--- config.mk ---
export PLATFORM = sky130hd
export DESIGN_NAME = lpc_tpm_responder_flat
export DESIGN_NICKNAME = d
export VERILOG_FILES = /design/src/rtl/lpc_tpm_responder_if.sv /design/src/rtl/lpc_tpm_responder.sv /design/src/flat_wrapper.sv
export SDC_FILE = /design/constraint.sdc
export NUM_CORES = 1
export LEC_CHECK = 0
export BUFFER_PORTS_ARGS = -buffer_cell sky130_fd_sc_hd__buf_2
export CAP_MARGIN = 20
export CORE_UTILIZATION = 40
export DETAILED_ROUTE_END_ITERATION = 10
export PLACE_DENSITY = 0.55
export SKIP_LAST_GASP = 1
export SLEW_MARGIN = 0
export SYNTH_ARGS = -nofsm -noshare
export SYNTH_HDL_FRONTEND = slang
export SYNTH_SLANG_ARGS = --single-unit
--- constraint.sdc ---
create_clock -name clk -period 2.8 [get_ports clk]
set_clock_uncertainty 0.2 [all_clocks]
set_input_delay 0.7 -clock clk [delete_from_list [all_inputs] [get_ports clk]]
set_output_delay 0.7 -clock clk [all_outputs]
set_load 0.005 [all_outputs]
--- src/rtl/lpc_tpm_responder_if.sv ---
// LPC target-side bus bundle: LAD/LFRAME# from the host plus the register-side
// strobe interface.
//   master : host / register model side (drives frame, inAd, rdValid, rdData)
//   slave  : lpc_tpm_responder side (drives outAd, enable, addr, wrData,
//            wrStrobe, rdReq)
interface lpc_tpm_responder_if;
  logic        frame;     // LFRAME#, active low
  logic [3:0]  inAd;      // LAD as sampled from the IOBUF
  logic [3:0]  outAd;     // LAD drive value
  logic        enable;    // LAD output enable
  logic [15:0] addr;      // latched cycle address
  logic [7:0]  wrData;    // latched write byte
  logic        wrStrobe;  // claimed write completed
  logic        rdReq;     // claimed read needs data
  logic        rdValid;   // read data available
  logic [7:0]  rdData;    // read byte

  modport master (
    output frame, inAd, rdValid, rdData,
    input  outAd, enable, addr, wrData, wrStrobe, rdReq
  );

  modport slave (
    input  frame, inAd, rdValid, rdData,
    output outAd, enable, addr, wrData, wrStrobe, rdReq
  );
endinterface

--- src/rtl/lpc_tpm_responder.sv ---
// LPC I/O-cycle target: decodes START/CYCTYP/address/data nibbles from LAD,
// answers claimed I/O reads and writes with SYNC, data and turn-around, and
// exposes a strobe interface for a register model behind it.
// Ports:
//   clk   : bus clock, all logic on posedge
//   reset : asynchronous, active-high
//   bus   : lpc_tpm_responder_if.slave (LAD/LFRAME# + register strobes)
module lpc_tpm_responder #(
  parameter logic [3:0]  START_CODE = 4'b0101,
  parameter logic [15:0] ADDR_BASE  = 16'h0000,
  parameter logic [15:0] ADDR_MASK  = 16'hFF00,
  parameter int unsigned WR_WAIT    = 2,
  parameter logic [7:0]  MAX_WAIT   = 8'd32
) (
  input  logic               clk,
  input  logic               reset,
  lpc_tpm_responder_if.slave bus
);

  localparam logic [3:0] SYNC_READY = 4'b0000;
  localparam logic [3:0] SYNC_SHORT = 4'b0101;
  localparam logic [3:0] SYNC_ERR   = 4'b1010;
  localparam logic [3:0] TAR_NIB    = 4'b1111;
  localparam logic [7:0] WR_WAIT_C  = 8'(WR_WAIT);

  typedef enum logic [3:0] {
    IDLE, CYCTYP, ADDR, WDATA, HTAR1, HTAR2, SYNC, RDATA, PTAR1, PTAR2, IGNORE
  } state_t;

  state_t      state, state_nxt;
  logic        is_write, is_write_nxt;
  logic [1:0]  nib, nib_nxt;
  logic [11:0] addr_sh, addr_sh_nxt;
  logic [3:0]  wr_lo, wr_lo_nxt;
  logic [7:0]  wait_cnt, wait_nxt;
  logic        have_data, have_nxt;
  logic [7:0]  rd_buf, rd_buf_nxt;
  logic [3:0]  lad_drv, lad_drv_nxt;
  logic        lad_en, lad_en_nxt;
  logic [15:0] cyc_addr, cyc_addr_nxt;
  logic [7:0]  wr_byte, wr_byte_nxt;
  logic        wr_pulse, wr_pulse_nxt;
  logic        rd_pulse, rd_pulse_nxt;

  logic [15:0] full_addr;
  logic [7:0]  wait_inc;
  logic        capture;

  // State and registered outputs
  always_ff @(posedge clk or posedge reset) begin
    if (reset) begin
      state     <= IDLE;
      is_write  <= 1'b0;
      nib       <= 2'd0;
      addr_sh   <= 12'd0;
      wr_lo     <= 4'd0;
      wait_cnt  <= 8'd0;
      have_data <= 1'b0;
      rd_buf    <= 8'd0;
      lad_drv   <= 4'h0;
      lad_en    <= 1'b0;
      cyc_addr  <= 16'd0;
      wr_byte   <= 8'd0;
      wr_pulse  <= 1'b0;
      rd_pulse  <= 1'b0;
    end else begin
      state     <= state_nxt;
      is_write  <= is_write_nxt;
      nib       <= nib_nxt;
      addr_sh   <= addr_sh_nxt;
      wr_lo     <= wr_lo_nxt;
      wait_cnt  <= wait_nxt;
      have_data <= have_nxt;
      rd_buf    <= rd_buf_nxt;
      lad_drv   <= lad_drv_nxt;
      lad_en    <= lad_en_nxt;
      cyc_addr  <= cyc_addr_nxt;
      wr_byte   <= wr_byte_nxt;
      wr_pulse  <= wr_pulse_nxt;
      rd_pulse  <= rd_pulse_nxt;
    end
  end

  // Next state; LAD value/enable are computed for the cycle being entered
  always_comb begin
    state_nxt    = state;
    is_write_nxt = is_write;
    nib_nxt      = nib;
    addr_sh_nxt  = addr_sh;
    wr_lo_nxt    = wr_lo;
    wait_nxt     = wait_cnt;
    have_nxt     = have_data;
    rd_buf_nxt   = rd_buf;
    lad_drv_nxt  = 4'h0;
    lad_en_nxt   = 1'b0;
    cyc_addr_nxt = cyc_addr;
    wr_byte_nxt  = wr_byte;
    wr_pulse_nxt = 1'b0;
    rd_pulse_nxt = 1'b0;

    full_addr = {addr_sh, bus.inAd};
    wait_inc  = wait_cnt + 8'd1;
    // Only the first rdValid of a claimed read is taken
    capture   = !is_write && !have_data && bus.rdValid;

    if (!bus.frame) begin
      // Frame low is always a START check; in-flight cycles are abandoned
      state_nxt = (bus.inAd == START_CODE) ? CYCTYP : IDLE;
    end else begin
      case (state)
        IDLE, IGNORE: state_nxt = state;
        CYCTYP: begin
          nib_nxt = 2'd0;
          if (bus.inAd == 4'b0000) begin
            is_write_nxt = 1'b0;
            state_nxt    = ADDR;
          end else if (bus.inAd == 4'b0010) begin
            is_write_nxt = 1'b1;
            state_nxt    = ADDR;
          end else begin
            state_nxt = IGNORE;
          end
        end
        ADDR: begin
          addr_sh_nxt = full_addr[11:0];
          nib_nxt     = nib + 2'd1;
          if (nib == 2'd3) begin
            nib_nxt = 2'd0;
            if ((full_addr & ADDR_MASK) == (ADDR_BASE & ADDR_MASK)) begin
              cyc_addr_nxt = full_addr;
              have_nxt     = 1'b0;
              if (is_write) begin
                state_nxt = WDATA;
              end else begin
                state_nxt    = HTAR1;
                rd_pulse_nxt = 1'b1;
              end
            end else begin
              state_nxt = IGNORE;
            end
          end
        end
        WDATA: begin
          if (nib == 2'd0) begin
            wr_lo_nxt = bus.inAd;
            nib_nxt   = 2'd1;
          end else begin
            wr_byte_nxt = {bus.inAd, wr_lo};
            nib_nxt     = 2'd0;
            state_nxt   = HTAR1;
          end
        end
        HTAR1: begin
          state_nxt = HTAR2;
          if (capture) begin
            have_nxt   = 1'b1;
            rd_buf_nxt = bus.rdData;
          end
        end
        HTAR2: begin
          state_nxt  = SYNC;
          lad_en_nxt = 1'b1;
          wait_nxt   = 8'd0;
          if (is_write) begin
            lad_drv_nxt  = (WR_WAIT_C == 8'd0) ? SYNC_READY : SYNC_SHORT;
            wr_pulse_nxt = (WR_WAIT_C == 8'd0);
          end else if (have_data || capture) begin
            lad_drv_nxt = SYNC_READY;
            if (capture) begin
              have_nxt   = 1'b1;
              rd_buf_nxt = bus.rdData;
            end
          end else begin
            lad_drv_nxt = SYNC_SHORT;
          end
        end
        SYNC: begin
          lad_en_nxt = 1'b1;
          if (lad_drv == SYNC_SHORT) begin
            wait_nxt = wait_inc;
            if (is_write) begin
              lad_drv_nxt  = (wait_inc >= WR_WAIT_C) ? SYNC_READY : SYNC_SHORT;
              wr_pulse_nxt = (wait_inc >= WR_WAIT_C);
            end else if (capture) begin
              have_nxt    = 1'b1;
              rd_buf_nxt  = bus.rdData;
              lad_drv_nxt = SYNC_READY;
            end else if (wait_inc >= MAX_WAIT) begin
              // Error SYNC: the data phase then returns all ones
              rd_buf_nxt  = 8'hFF;
              lad_drv_nxt = SYNC_ERR;
            end else begin
              lad_drv_nxt = SYNC_SHORT;
            end
          end else if (is_write) begin
            state_nxt   = PTAR1;
            lad_drv_nxt = TAR_NIB;
          end else begin
            state_nxt   = RDATA;
            nib_nxt     = 2'd0;
            lad_drv_nxt = rd_buf[3:0];
          end
        end
        RDATA: begin
          lad_en_nxt = 1'b1;
          if (nib == 2'd0) begin
            nib_nxt     = 2'd1;
            lad_drv_nxt = rd_buf[7:4];
          end else begin
            nib_nxt     = 2'd0;
            state_nxt   = PTAR1;
            lad_drv_nxt = TAR_NIB;
          end
        end
        PTAR1:   state_nxt = PTAR2;
        PTAR2:   state_nxt = IDLE;
        default: state_nxt = IDLE;
      endcase
    end
  end

  assign bus.outAd    = lad_drv;
  assign bus.enable   = lad_en;
  assign bus.addr     = cyc_addr;
  assign bus.wrData   = wr_byte;
  assign bus.wrStrobe = wr_pulse;
  assign bus.rdReq    = rd_pulse;

endmodule

--- src/flat_wrapper.sv ---
// flat-port wrapper written by rule: the top's interface ports become plain ports
module lpc_tpm_responder_flat 
#(
  parameter logic [3:0]  START_CODE = 4'b0101,
  parameter logic [15:0] ADDR_BASE  = 16'h0000,
  parameter logic [15:0] ADDR_MASK  = 16'hFF00,
  parameter int unsigned WR_WAIT    = 2,
  parameter logic [7:0]  MAX_WAIT   = 8'd32
)
  (clk, reset, bus_frame, bus_inAd, bus_rdValid, bus_rdData, bus_outAd, bus_enable, bus_addr, bus_wrData, bus_wrStrobe, bus_rdReq);
  lpc_tpm_responder_if bus_i ();
  input  logic clk;
  input  logic reset;
  input wire logic [$bits(bus_i.frame)-1:0] bus_frame;
  input wire logic [$bits(bus_i.inAd)-1:0] bus_inAd;
  input wire logic [$bits(bus_i.rdValid)-1:0] bus_rdValid;
  input wire logic [$bits(bus_i.rdData)-1:0] bus_rdData;
  output wire logic [$bits(bus_i.outAd)-1:0] bus_outAd;
  output wire logic [$bits(bus_i.enable)-1:0] bus_enable;
  output wire logic [$bits(bus_i.addr)-1:0] bus_addr;
  output wire logic [$bits(bus_i.wrData)-1:0] bus_wrData;
  output wire logic [$bits(bus_i.wrStrobe)-1:0] bus_wrStrobe;
  output wire logic [$bits(bus_i.rdReq)-1:0] bus_rdReq;
  assign bus_i.frame = bus_frame;
  assign bus_i.inAd = bus_inAd;
  assign bus_i.rdValid = bus_rdValid;
  assign bus_i.rdData = bus_rdData;
  assign bus_outAd = bus_i.outAd;
  assign bus_enable = bus_i.enable;
  assign bus_addr = bus_i.addr;
  assign bus_wrData = bus_i.wrData;
  assign bus_wrStrobe = bus_i.wrStrobe;
  assign bus_rdReq = bus_i.rdReq;
  lpc_tpm_responder #(.START_CODE(START_CODE), .ADDR_BASE(ADDR_BASE), .ADDR_MASK(ADDR_MASK), .WR_WAIT(WR_WAIT), .MAX_WAIT(MAX_WAIT)) u_core (.clk(clk), .reset(reset), .bus(bus_i));
endmodule
-- After elaboration in Yosys (flattened, before gate mapping)
Index checks and enable logic that the tools add are counted.
- add/sub/neg operators: 2
- magnitude comparators: 2
- equal/unequal tests: 26
- reduce and logical (&&, ||, !) cells: 27
- bitwise operators: 1
- multiplexer cells: 59
- operators by type and width (operator ; number):
    two-way mux 4 bit ; 17
    two-way mux 8 bit ; 8
    case mux 4 bit (9 select lines) ; 1
    == test 4 x 3 -> 1 bit (second input constant) ; 6
    case mux 8 bit (3 select lines) ; 1
    two-way mux 1 bit ; 22
    zero test 16 bit ; 1
    case mux 8 bit (2 select lines) ; 1
    == test 4 x 2 -> 1 bit (second input constant) ; 3
    case mux 4 bit (3 select lines) ; 1
    AND reduction 3 bit ; 4
    two-way mux 3 bit ; 3
    != test 3 bit (second input constant) ; 3
    adder 8 x 1 -> 8 bit (second input constant) ; 1
    == test 4 bit (second input constant) ; 2
    >= comparator 8 x 2 -> 1 bit (second input constant) ; 1
    >= comparator 8 x 6 -> 1 bit (second input constant) ; 1
    zero test 4 bit ; 2
    != test 2 x 1 -> 1 bit (second input constant) ; 4
    != test 2 bit (second input constant) ; 4
    case mux 2 bit (4 select lines) ; 1
    AND reduction 4 bit ; 2
    AND reduction 8 bit ; 1
    nonzero test 4 bit ; 2
    19 further kinds ; 25
- bits of input ports: 16
- output and inout port bits: 31
- register bits: 71

-- Depth between registers and ports, before layout
Gate-level depths: netlist (run 1).
- depth in word-level cells: 8
- depth in mapped cells: 7
- depth with buffers taken out: 7

-- Worst setup path after synthesis (run 1)
Ideal clock, no wire load.
- path type: in2reg
- from: input bus_frame
- to: register u_core.cyc_addr[0] (netlist: u_core.bus.addr[0])
- cell stages on the path: 6
- buffers on the path: 1
- setup slack: 0.737 ns
- library setup time: 0.127 ns
- arrival time: 1.735 ns
- cells stage by stage: nand2b_1 > nor2_1 > nand2_1 > nor2_8 > buf_8 > mux2_1
- cells in the longest elaborated chain, start to end: 1
- RTL lines (what ; RTL line ; RTL):
    from (decl) ; flat_wrapper.sv:14 ; input wire logic [$bits(bus_i.frame)-1:0] bus_frame;
    AND reduction 4 bit (no line) ; n/a ;
    to (signal assigned) ; lpc_tpm_responder.sv:77 ; cyc_addr <= cyc_addr_nxt;
    to (decl) ; lpc_tpm_responder.sv:40 ; logic [15:0] cyc_addr, cyc_addr_nxt;
Every way passes these cells.
A chain may end at the register's enable or synchronous reset.

-- Final worst setup path (run 1)
- from: register u_core.state[0]
- to: register u_core.lad_drv[3] (netlist: u_core.bus.outAd[3])
- cells in the longest elaborated chain, start to end: 3
- elaborated cells on any way between the ends: 5
- RTL lines (what ; RTL line ; RTL):
    from (decl) ; lpc_tpm_responder.sv:30 ; state_t state, state_nxt;
    from (signal assigned) ; lpc_tpm_responder.sv:67 ; state <= state_nxt;
    == test 4 x 3 -> 1 bit ; lpc_tpm_responder.sv:110 ; case (state)
    case mux 4 bit (3 select lines) (*) ; lpc_tpm_responder.sv:110 ;
    two-way mux 4 bit (*) ; lpc_tpm_responder.sv:106 ; if (!bus.frame) begin
    named net u_core.lad_drv_nxt[3] ; lpc_tpm_responder.sv:38 ; logic [3:0] lad_drv, lad_drv_nxt;
    to (signal assigned) ; lpc_tpm_responder.sv:75 ; lad_drv <= lad_drv_nxt;
    to (decl) ; lpc_tpm_responder.sv:38 ;
The timed path passes the listed nets; every way through them passes the cells marked *.

==> results of run 1 <==
==> kinds of logic (layout without fill, tap and decap cells) <==
kind of cell	Yosys count	count (layout)	share of synthesized area
buffers and inverters	27	80	0.03466
flip-flops	71	71	0.4972
multiplexers	36	36	0.1124
XOR/XNOR	2	2	0.004903
AO/OA/AOI/OAI	75	75	0.1415
AND/OR/NAND/NOR	128	128	0.1989
adder cells (fa/ha/maj)	3	3	0.01051
==> flip-flops by register name, indices dropped and copies added (netlist names) <==
name                 flops
u_core.rd_buf            8
u_core.have_data         1
u_core.bus.rdReq         1
u_core.wait_cnt          8
u_core.state             4
u_core.bus.wrStrobe      1
u_core.bus.wrData        8
u_core.wr_lo             4
u_core.bus.outAd         4
u_core.addr_sh          12
u_core.is_write          1
u_core.bus.enable        1
u_core.bus.addr         16
u_core.nib               2
==> report_power, final <==
| part | switching [mW] | total [mW] | internal [mW] |
|---|---|---|---|
| Clock | 0.470 | 0.818 | 0.348 |
| Combinational | 0.108 | 0.166 | 0.0577 |
| Sequential | 0.0220 | 1.06 | 1.04 |
| Total | 0.600 | 2.05 | 1.45 |
==> worst min path at each step <==
stage,start,endpoint
3_5_place_dp,u_core.bus.addr[1],u_core.bus.addr[1]
4_1_cts,reset,u_core.bus.addr[11]
2_1_floorplan,u_core.wr_lo[0],u_core.wr_lo[0]
3_3_place_gp,u_core.bus.addr[1],u_core.bus.addr[1]
6_report,reset,u_core.bus.wrData[0]
5_1_grt,reset,u_core.bus.wrData[0]
==> layer usage <==
metal  vias to the layer above  part of all wire  wire [um]  track usage
li1                       1342                 -          -            -
met2                        54              0.47       3706       0.2881
met3                        10             0.047        372      0.05869
met5                         -                 0          0            0
met4                         0             0.012         98      0.06618
met1                      1329              0.47       3686       0.2441
==> metrics by stage <==
step / utilization / hold WS (ps) / std cells / power [mW] / area (um2)
2_1_floorplan: - / 275.0 / 342 / 1.193 / 3573
3_3_place_gp: 0.4550 / 267.0 / 487 / 1.248 / 3949
3_5_place_dp: 0.4550 / 274.2 / 487 / 1.252 / 3949
4_1_cts: 0.4769 / 132.7 / 503 / 2.077 / 4139
5_1_grt: 0.4769 / 167.3 / 503 / 2.148 / 4139
6_report: 0.4769 / 138.2 / 503 / 2.047 / 4139
==> cell type report <==
class,count,share of cell area
clock buffer,9,0.02993
clock inverter,7,0.01602
inverter,7,0.006348
multi-input combinational,244,0.4042
sequential,71,0.4293
tap,108,0.03265
timing repair buffer,57,0.08162
==> cell usage in the layout, fill, tap and decap left out, types with 2 or more instances in the layout <==
master,instances
buf_12,2
mux2i_1,3
o21a_1,2
a211oi_1,9
buf_2,46
ha_1,3
nor2_1,31
o22ai_1,3
clkbuf_8,9
buf_4,9
nand4_1,2
nor3_1,19
and2_1,3
a311o_1,2
o22a_1,2
nor4bb_1,2
dfrtp_1,71
or4_4,2
nand3_1,9
mux2_2,31
inv_6,4
inv_1,6
a31oi_1,3
o31ai_1,5
a21oi_1,15
o21ai_0,19
mux2_1,2
inv_8,2
nor2b_1,14
or2_2,3
nand2b_1,7
xor2_1,2
nand4bb_1,2
and3_1,3
a221oi_1,2
nand2_1,20
==> flow_metrics.py, run 1 <==
metrics = {
    "floorplanning": {
        "initial_core_util": 0.4118,
        "die_area_mm2": 0.009315,
        "ios": 47,
        "die_w_um": 96.52,
        "num_rows": 34,
        "core_area_mm2": 0.008678,
        "die_h_um": 96.52,
    },
    "clock_network": {
        "cts.htree.levels": 3,
        "hold_buffers": 0,
        "clkSlewWorstSetupHoldPaths_ps": 100,
        "cts.repair.resized": 0,
        "postCtsSetupBuffers": 0,
        "cts_tree": "yes",
        "clock_sinks": 71,
        "clock_latency_ps": 360,
        "ctsRootBufferMaster": "clkbuf_8",
        "clockBufferDepth": 2,
        "cts_buffers": 9,
    },
    "place": {
        "place_worst_setup_slack_ps": 370.5,
        "portBuffers": 46,
        "gp_congestion": 0.7802,
        "hpwl_mm": 5.380,
    },
    "synth": {
        "synth.avg_cell_area_um2": 10.45,
        "yosysMostFrequentCell": "dfrtp_1",
        "ys_seq_area_frac": 0.4972,
        "ys_top_cells_by_count": "71 x dfrtp_1, 31 x mux2_2, 31 x nor2_1, 20 x nand2_1",
        "async_flop_share": 1.000,
        "yosysTopAreaCell": "dfrtp_1",
        "syn-num-nets": 361,
        "synth_enable_flop_cells": 0,
        "ys_types": 59,
        "synth.top_cell.area_share": 0.4972,
        "synth_ff_type": "dfrtp_1",
        "syn_area_mm2": 0.003573,
        "synth_seq_cells": 71,
        "synth_area_leaders": "dfrtp_1 50%, mux2_2 9.8%, nor2_1 3.3%",
        "yosysWarnings": 0,
        "synthCells": 342,
    },
    "final_layout": {
        "regArea_mm2": 0.001777,
        "multi_input_area_mm2": 0.001673,
        "nNetsFinal": 409,
        "num_antenna_cells": 0,
        "syn2layout_area_growth_pct": 15.83,
        "fillers": 881,
        "layout-drive-gt1-share": 0.2987,
    },
    "critical_path": {
        "cp-end-kind": "register",
        "cp_slowest_stage_delay_ps": 750,
        "crit_type": "reg -> reg",
        "reg2reg_slack_ps": 490,
        "arrival_ps": 2370,
        "cp_max_fo": 21,
        "crit_buf_inv": 0,
        "r2r-end": "u_core.bus.outAd[3]",
        "cp-start-kind": "register",
        "crit_end": "u_core.bus.outAd[3]",
        "worst_path_dominant_cell_family": "simple AND/OR/NAND/NOR gates",
        "worstSetupStartpoint": "u_core.state[0]",
        "rr_worst_depth": 5,
        "timing.rr.start": "u_core.state[0]",
        "crit_slowest_cell": "dfrtp_1",
        "path_depth": 5,
        "required_ps": 2850,
        "crit_chain": "nand2_1 -> nor3_1 -> o21ai_0 -> nor2b_1 -> a221oi_1",
    },
    "sta": {
        "layout_setup_ws_ps": 486.6,
        "rsz0062_at_grt": "false",
        "slew_headroom": 0.5826,
        "fmax_mhz": 432.3,
        "hold_viol_final": 0,
        "finalMaxSlewViolations": 0,
        "tns_ps": 0,
        "setup_viol": 0,
        "finalCriticalPeriod_ps": 2313,
        "tightest_slew_ps": 623.7,
        "finalCritPeriodShare": 0.8262,
    },
    "route": {
        "vias": 2735,
        "detail-route-antenna-nets": 0,
        "drc": 1,
        "drtIter0Drc": 196,
        "viasPerCell": 5.437,
        "firstDrtPassIters": 7,
        "drt-total-wl_mm": 7.864,
        "wl_per_cell_um": 15.63,
    },
    "global_routing": {
        "grt_pass1_vias": 2646,
        "grt_max_degree": 28,
        "grt.total_usage": 0.1859,
        "gr-total-overflow": 0,
        "antenna_found_initial": 0,
        "grt_pass1_wl_mm": 12.94,
    },
    "status": {
        "violations": "DRC",
        "status": "complete, but fails checks",
    },
    "worst_hold_path": {
        "hp-class": "in -> async",
    },
    "power": {
        "power_density_mw_per_mm2": 494.5,
        "vdd_drop_max_mv": 0.2775,
        "leakage_nw": 2.032,
    },
    "run": {
        "drv_cap": 0,
    },
}
Power figures use the tool's default switching activity.
==> inputs of run 2 (changes only) <==
clock period = 2.3 ns   (was 2.8 ns; I/O delays follow)
==> run 2 against run 1 <==
The flow now finishes without violations. Clock power up 33%. Sequential share of layout area down 1.1 points. Fmax up 7.9%. Combinational power up 25%. Critical path depth unchanged. Via count up 0.77%.
==> flow_metrics.py, run 2 (synthesized netlist as in run 1, its figures left out) <==
metrics = {
    "clock_network": {
        "postCtsSetupBuffers": 0,
        "cts.htree.levels": 3,
        "cts_buffers": 9,
        "cts_tree": "yes",
        "clock_sinks": 71,
        "clock_latency_ps": 350,
        "ctsRootBufferMaster": "clkbuf_8",
        "clkSlewWorstSetupHoldPaths_ps": 80,
        "clockBufferDepth": 2,
        "hold_buffers": 0,
    },
    "global_routing": {
        "grt_max_degree": 72,
        "grt_pass1_wl_mm": 13.03,
        "grt_pass1_vias": 2682,
        "grt.total_usage": 0.1849,
        "antenna_found_initial": 0,
        "gr-total-overflow": 0,
    },
    "floorplanning": {
        "core_area_mm2": 0.008678,
        "die_w_um": 96.52,
        "die_area_mm2": 0.009315,
        "die_h_um": 96.52,
        "num_rows": 34,
        "initial_core_util": 0.4118,
        "ios": 47,
    },
    "final_layout": {
        "layout-drive-gt1-share": 0.3185,
        "mostFrequentLayoutCell": "dfrtp_1",
        "regArea_mm2": 0.001777,
        "largest_reg_flops": 16,
        "num_antenna_cells": 0,
        "fillers": 846,
        "syn2layout_area_growth_pct": 18.80,
        "nNetsFinal": 419,
        "layout_common_cells": "71 x dfrtp_1, 46 x buf_2, 31 x nor2_1, 31 x mux2_2, 20 x nand2_1",
        "multi_input_area_mm2": 0.001675,
    },
    "critical_path": {
        "cp_max_fo": 16,
        "required_ps": 2330,
        "r2r-end": "u_core.bus.addr[6]",
        "worstSetupStartpoint": "u_core.addr_sh[8]",
        "reg2reg_slack_ps": 160,
        "arrival_ps": 2170,
        "timing.rr.start": "u_core.addr_sh[8]",
        "crit_type": "reg -> reg",
        "cp-start-kind": "register",
        "cp-end-kind": "register",
        "rr_worst_depth": 5,
        "crit_end": "u_core.bus.addr[6]",
    },
    "sta": {
        "setup_viol": 0,
        "slew_headroom": 0.6215,
        "tightest_slew_ps": 567.7,
        "rsz0062_at_grt": "false",
        "hold_viol_final": 0,
        "whs_ps": 111.7,
        "finalMaxSlewViolations": 0,
        "tns_ps": 0,
        "finalCritPeriodShare": 0.9323,
        "finalCriticalPeriod_ps": 2144,
        "fmax_mhz": 466.4,
    },
    "route": {
        "firstDrtPassIters": 5,
        "wl_per_cell_um": 15.18,
        "viasPerCell": 5.372,
        "detail-route-antenna-nets": 0,
        "drt-total-wl_mm": 7.788,
        "drc": 0,
        "vias": 2756,
        "drtIter0Drc": 158,
    },
    "status": {
        "status": "finished clean",
    },
    "run": {
        "drv_cap": 0,
    },
    "place": {
        "portBuffers": 46,
        "hpwl_mm": 5.295,
        "gp_congestion": 0.7819,
    },
    "power": {
        "power_density_mw_per_mm2": 608.6,
        "leakage_nw": 2.079,
        "vdd_drop_max_mv": 0.3405,
    },
    "worst_hold_path": {
        "hp-class": "in -> async",
    },
}
run 2: cell types whose count changed in the layout (fill, tap and decap cells not counted), sizes merged:
| cell | delta |
|---|---|
| inv | -5 |
| bufinv | +1 |
| clkbuf | +2 |
| buf | +10 |
| clkinvlp | +2 |
run 2: worst min-delay path by stage:
| stage | startpoint | endpoint |
|---|---|---|
| global placement | u_core.bus.addr[0] | u_core.bus.addr[0] |
| finish | reset | u_core.wait_cnt[3] |
| floorplan | u_core.wr_lo[0] | u_core.wr_lo[0] |
| detailed placement | u_core.bus.addr[1] | u_core.bus.addr[1] |
| global route | reset | u_core.state[2] |
| CTS | reset | u_core.wait_cnt[3] |
run 2: repair_timing:
item                                   in CTS  in global routing
endpoints found under the hold margin       0                  0
setup endpoints to repair                   0                  9
gates resized for setup                     0                  2
run 2: power by group:
group | internal [mW] | total (mW) | switching [mW]
sequential | 1.27 | 1.29 | 0.0238
combinational | 0.0753 | 0.207 | 0.132
clock | 0.570 | 1.09 | 0.515
total | 1.91 | 2.58 | 0.671
run 2: per-layer routing:
metal | vias to the layer above | wire (um) | GRT usage
li1 | 1353 | - | -
met1 | 1341 | 3627 | 0.2425
met2 | 57 | 3828 | 0.2993
met3 | 5 | 273 | 0.05321
met4 | 0 | 59 | 0.04779
met5 | - | 0 | 0
run 2: area by class of cell:
type                            count  area share
Sequential cell                    71      0.4185
Multi-Input combinational cell    244      0.3946
Timing Repair Buffer               67     0.09726
Clock buffer                       11     0.03566
Tap cell                          108     0.03183
Clock inverter                      5     0.01503
Inverter                            7    0.007073
run 2: critical path, cell delays in order, from the launching register on:
cell and delay (ps):
dfrtp_1 390, or4_4 550, nor2_4 200, nand2_4 90
nor2_8 240, mux2_2 360
run 2: stage by stage:
stage	power [mW]	instance area [um2]	setup slack, ps	cells	util
2_1_floorplan	1.453	3577	253.6	342	-
3_5_place_dp	1.527	4028	143.3	497	0.4641
3_3_place_gp	1.524	4028	178.7	497	0.4641
5_1_grt	2.703	4245	14.68	513	0.4892
4_1_cts	2.623	4243	137.6	513	0.4889
6_report	2.584	4245	155.7	513	0.4892
==> inputs of run 3 (changes only) <==
clock period = 2.5 ns   (was 2.3 ns; I/O delays follow)
==> run 3 against run 2 <==
Register-to-register slack improved by 110 ps. The flow now finishes with violations (DRC). First-iteration DRC count is 7.6% lower. Count of clock-buffer cells in the layout is the same. Core utilization is 0.74 points lower. Worst hold slack better by 4.3 ps. Critical path type unchanged.
==> flow_metrics.py, run 3 (synthesized netlist as in run 1, its figures left out) <==
metrics = {
    "route": {
        "vias": 2771,
        "viasPerCell": 5.455,
        "drt-total-wl_mm": 7.986,
        "detail-route-antenna-nets": 0,
        "firstDrtPassIters": 7,
        "drc": 1,
        "drtIter0Drc": 146,
        "wl_per_cell_um": 15.72,
    },
    "run": {
        "drv_cap": 0,
    },
    "global_routing": {
        "grt_max_degree": 26,
        "grt.total_usage": 0.1895,
        "grt_pass1_wl_mm": 13.32,
        "gr-total-overflow": 0,
        "antenna_found_initial": 0,
        "grt_pass1_vias": 2755,
    },
    "final_layout": {
        "nNetsFinal": 414,
        "mostFrequentLayoutCell": "dfrtp_1",
        "layout-drive-gt1-share": 0.3075,
        "largest_reg_flops": 16,
        "fillers": 828,
        "finalNonFillerCells": 508,
        "layout_common_cells": "71 x dfrtp_1, 46 x buf_2, 31 x nor2_1, 31 x mux2_2, 20 x nand2_1",
        "num_antenna_cells": 0,
        "syn2layout_area_growth_pct": 17.02,
    },
    "clock_network": {
        "clkSlewWorstSetupHoldPaths_ps": 80,
        "cts.htree.levels": 3,
        "cts_buffers": 9,
        "ctsRootBufferMaster": "clkbuf_8",
        "clock_latency_ps": 350,
        "clock_sinks": 71,
        "hold_buffers": 0,
        "cts.repair.resized": 0,
        "clockBufferDepth": 2,
        "cts_tree": "yes",
        "postCtsSetupBuffers": 0,
    },
    "floorplanning": {
        "initial_core_util": 0.4118,
        "num_rows": 34,
        "core_area_mm2": 0.008678,
        "die_area_mm2": 0.009315,
        "die_w_um": 96.52,
        "ios": 47,
        "die_h_um": 96.52,
    },
    "power": {
        "leakage_nw": 2.042,
        "vdd_drop_max_mv": 0.3699,
        "power.total_mw": 2.267,
        "power_density_mw_per_mm2": 542.3,
    },
    "sta": {
        "finalMaxSlewViolations": 0,
        "slew_headroom": 0.5710,
        "whs_ps": 116.1,
        "setup_viol": 0,
        "finalCritPeriodShare": 0.8921,
        "tns_ps": 0,
        "finalCriticalPeriod_ps": 2230,
        "hold_viol_final": 0,
        "tightest_slew_ps": 641.1,
        "layout_setup_ws_ps": 269.8,
        "fmax_mhz": 448.4,
        "rsz0062_at_grt": "false",
    },
    "place": {
        "gp_congestion": 0.8755,
        "hpwl_mm": 5.608,
        "portBuffers": 46,
        "place_worst_setup_slack_ps": 290.0,
        "place_inst": 492,
    },
    "critical_path": {
        "cp-end-kind": "register",
        "cp_max_fo": 8,
        "cp-start-kind": "register",
        "arrival_ps": 2280,
        "reg2reg_slack_ps": 270,
        "crit_type": "reg -> reg",
        "required_ps": 2550,
    },
    "worst_hold_path": {
        "hp-class": "in -> async",
    },
    "status": {
        "status": "complete, but fails checks",
        "violations": "DRC",
    },
}
==> run 3: cell count changes in the layout (fill, tap and decap cells not counted), sizes merged <==
cell and delta:
clkinv -1, buf -5, clkinvlp +2, bufinv -1
==> run 3: worst paths after layout <==
path,to,startpoint,depth (start not counted)
setup / recovery,u_core.rd_buf[6],u_core.wait_cnt[0],6
hold / removal,u_core.bus.rdReq,reset,2
setup reg to reg,u_core.rd_buf[6],u_core.wait_cnt[0],6
hold reg to reg,u_core.bus.addr[0],u_core.bus.addr[0],1
max in group asynchronous,u_core.bus.addr[8],reset,3
min in group clk,u_core.bus.addr[0],u_core.bus.addr[0],1
==> run 3: cell type report <==
cell class	instances	area [um2]	area share
inverter	7	30.03	0.007181
clock inverter	5	40.04	0.009575
sequential	71	1777	0.4249
clock buffer	11	151.4	0.03621
multi-input combinational	244	1673	0.4001
tap	108	135.1	0.03232
timing repair buffer	62	375.4	0.08977
==> run 3: report_power, final <==
part / total [mW] / switching [mW] / internal [mW]
clock network: 0.883 / 0.462 / 0.421
logic: 0.194 / 0.126 / 0.0681
registers: 1.19 / 0.0245 / 1.17
==> run 3: layer usage <==
metal / GRT usage / wire length, um / vias up
li1: - / - / 1347
met3: 0.04617 / 279 / 10
met4: 0.06495 / 106 / 0
met2: 0.3110 / 3851 / 47
met5: 0 / 0 / -
met1: 0.2438 / 3749 / 1367
==> run 3: worst max-delay path, cell delays in order (launching register included) <==
cell and delay [ps]:
dfrtp_1 450, ha_1 290, nand3_1 190, o21ai_0 140, a22oi_2 300, nand2_1 270, a211oi_1 300
==> run 3: metrics by stage <==
stage | util | area (um2)
after floorplan | - | 3577
after global placement | 0.4598 | 3990
after detailed placement | 0.4598 | 3990
after CTS | 0.4818 | 4182
after global routing | 0.4818 | 4182
final | 0.4818 | 4182
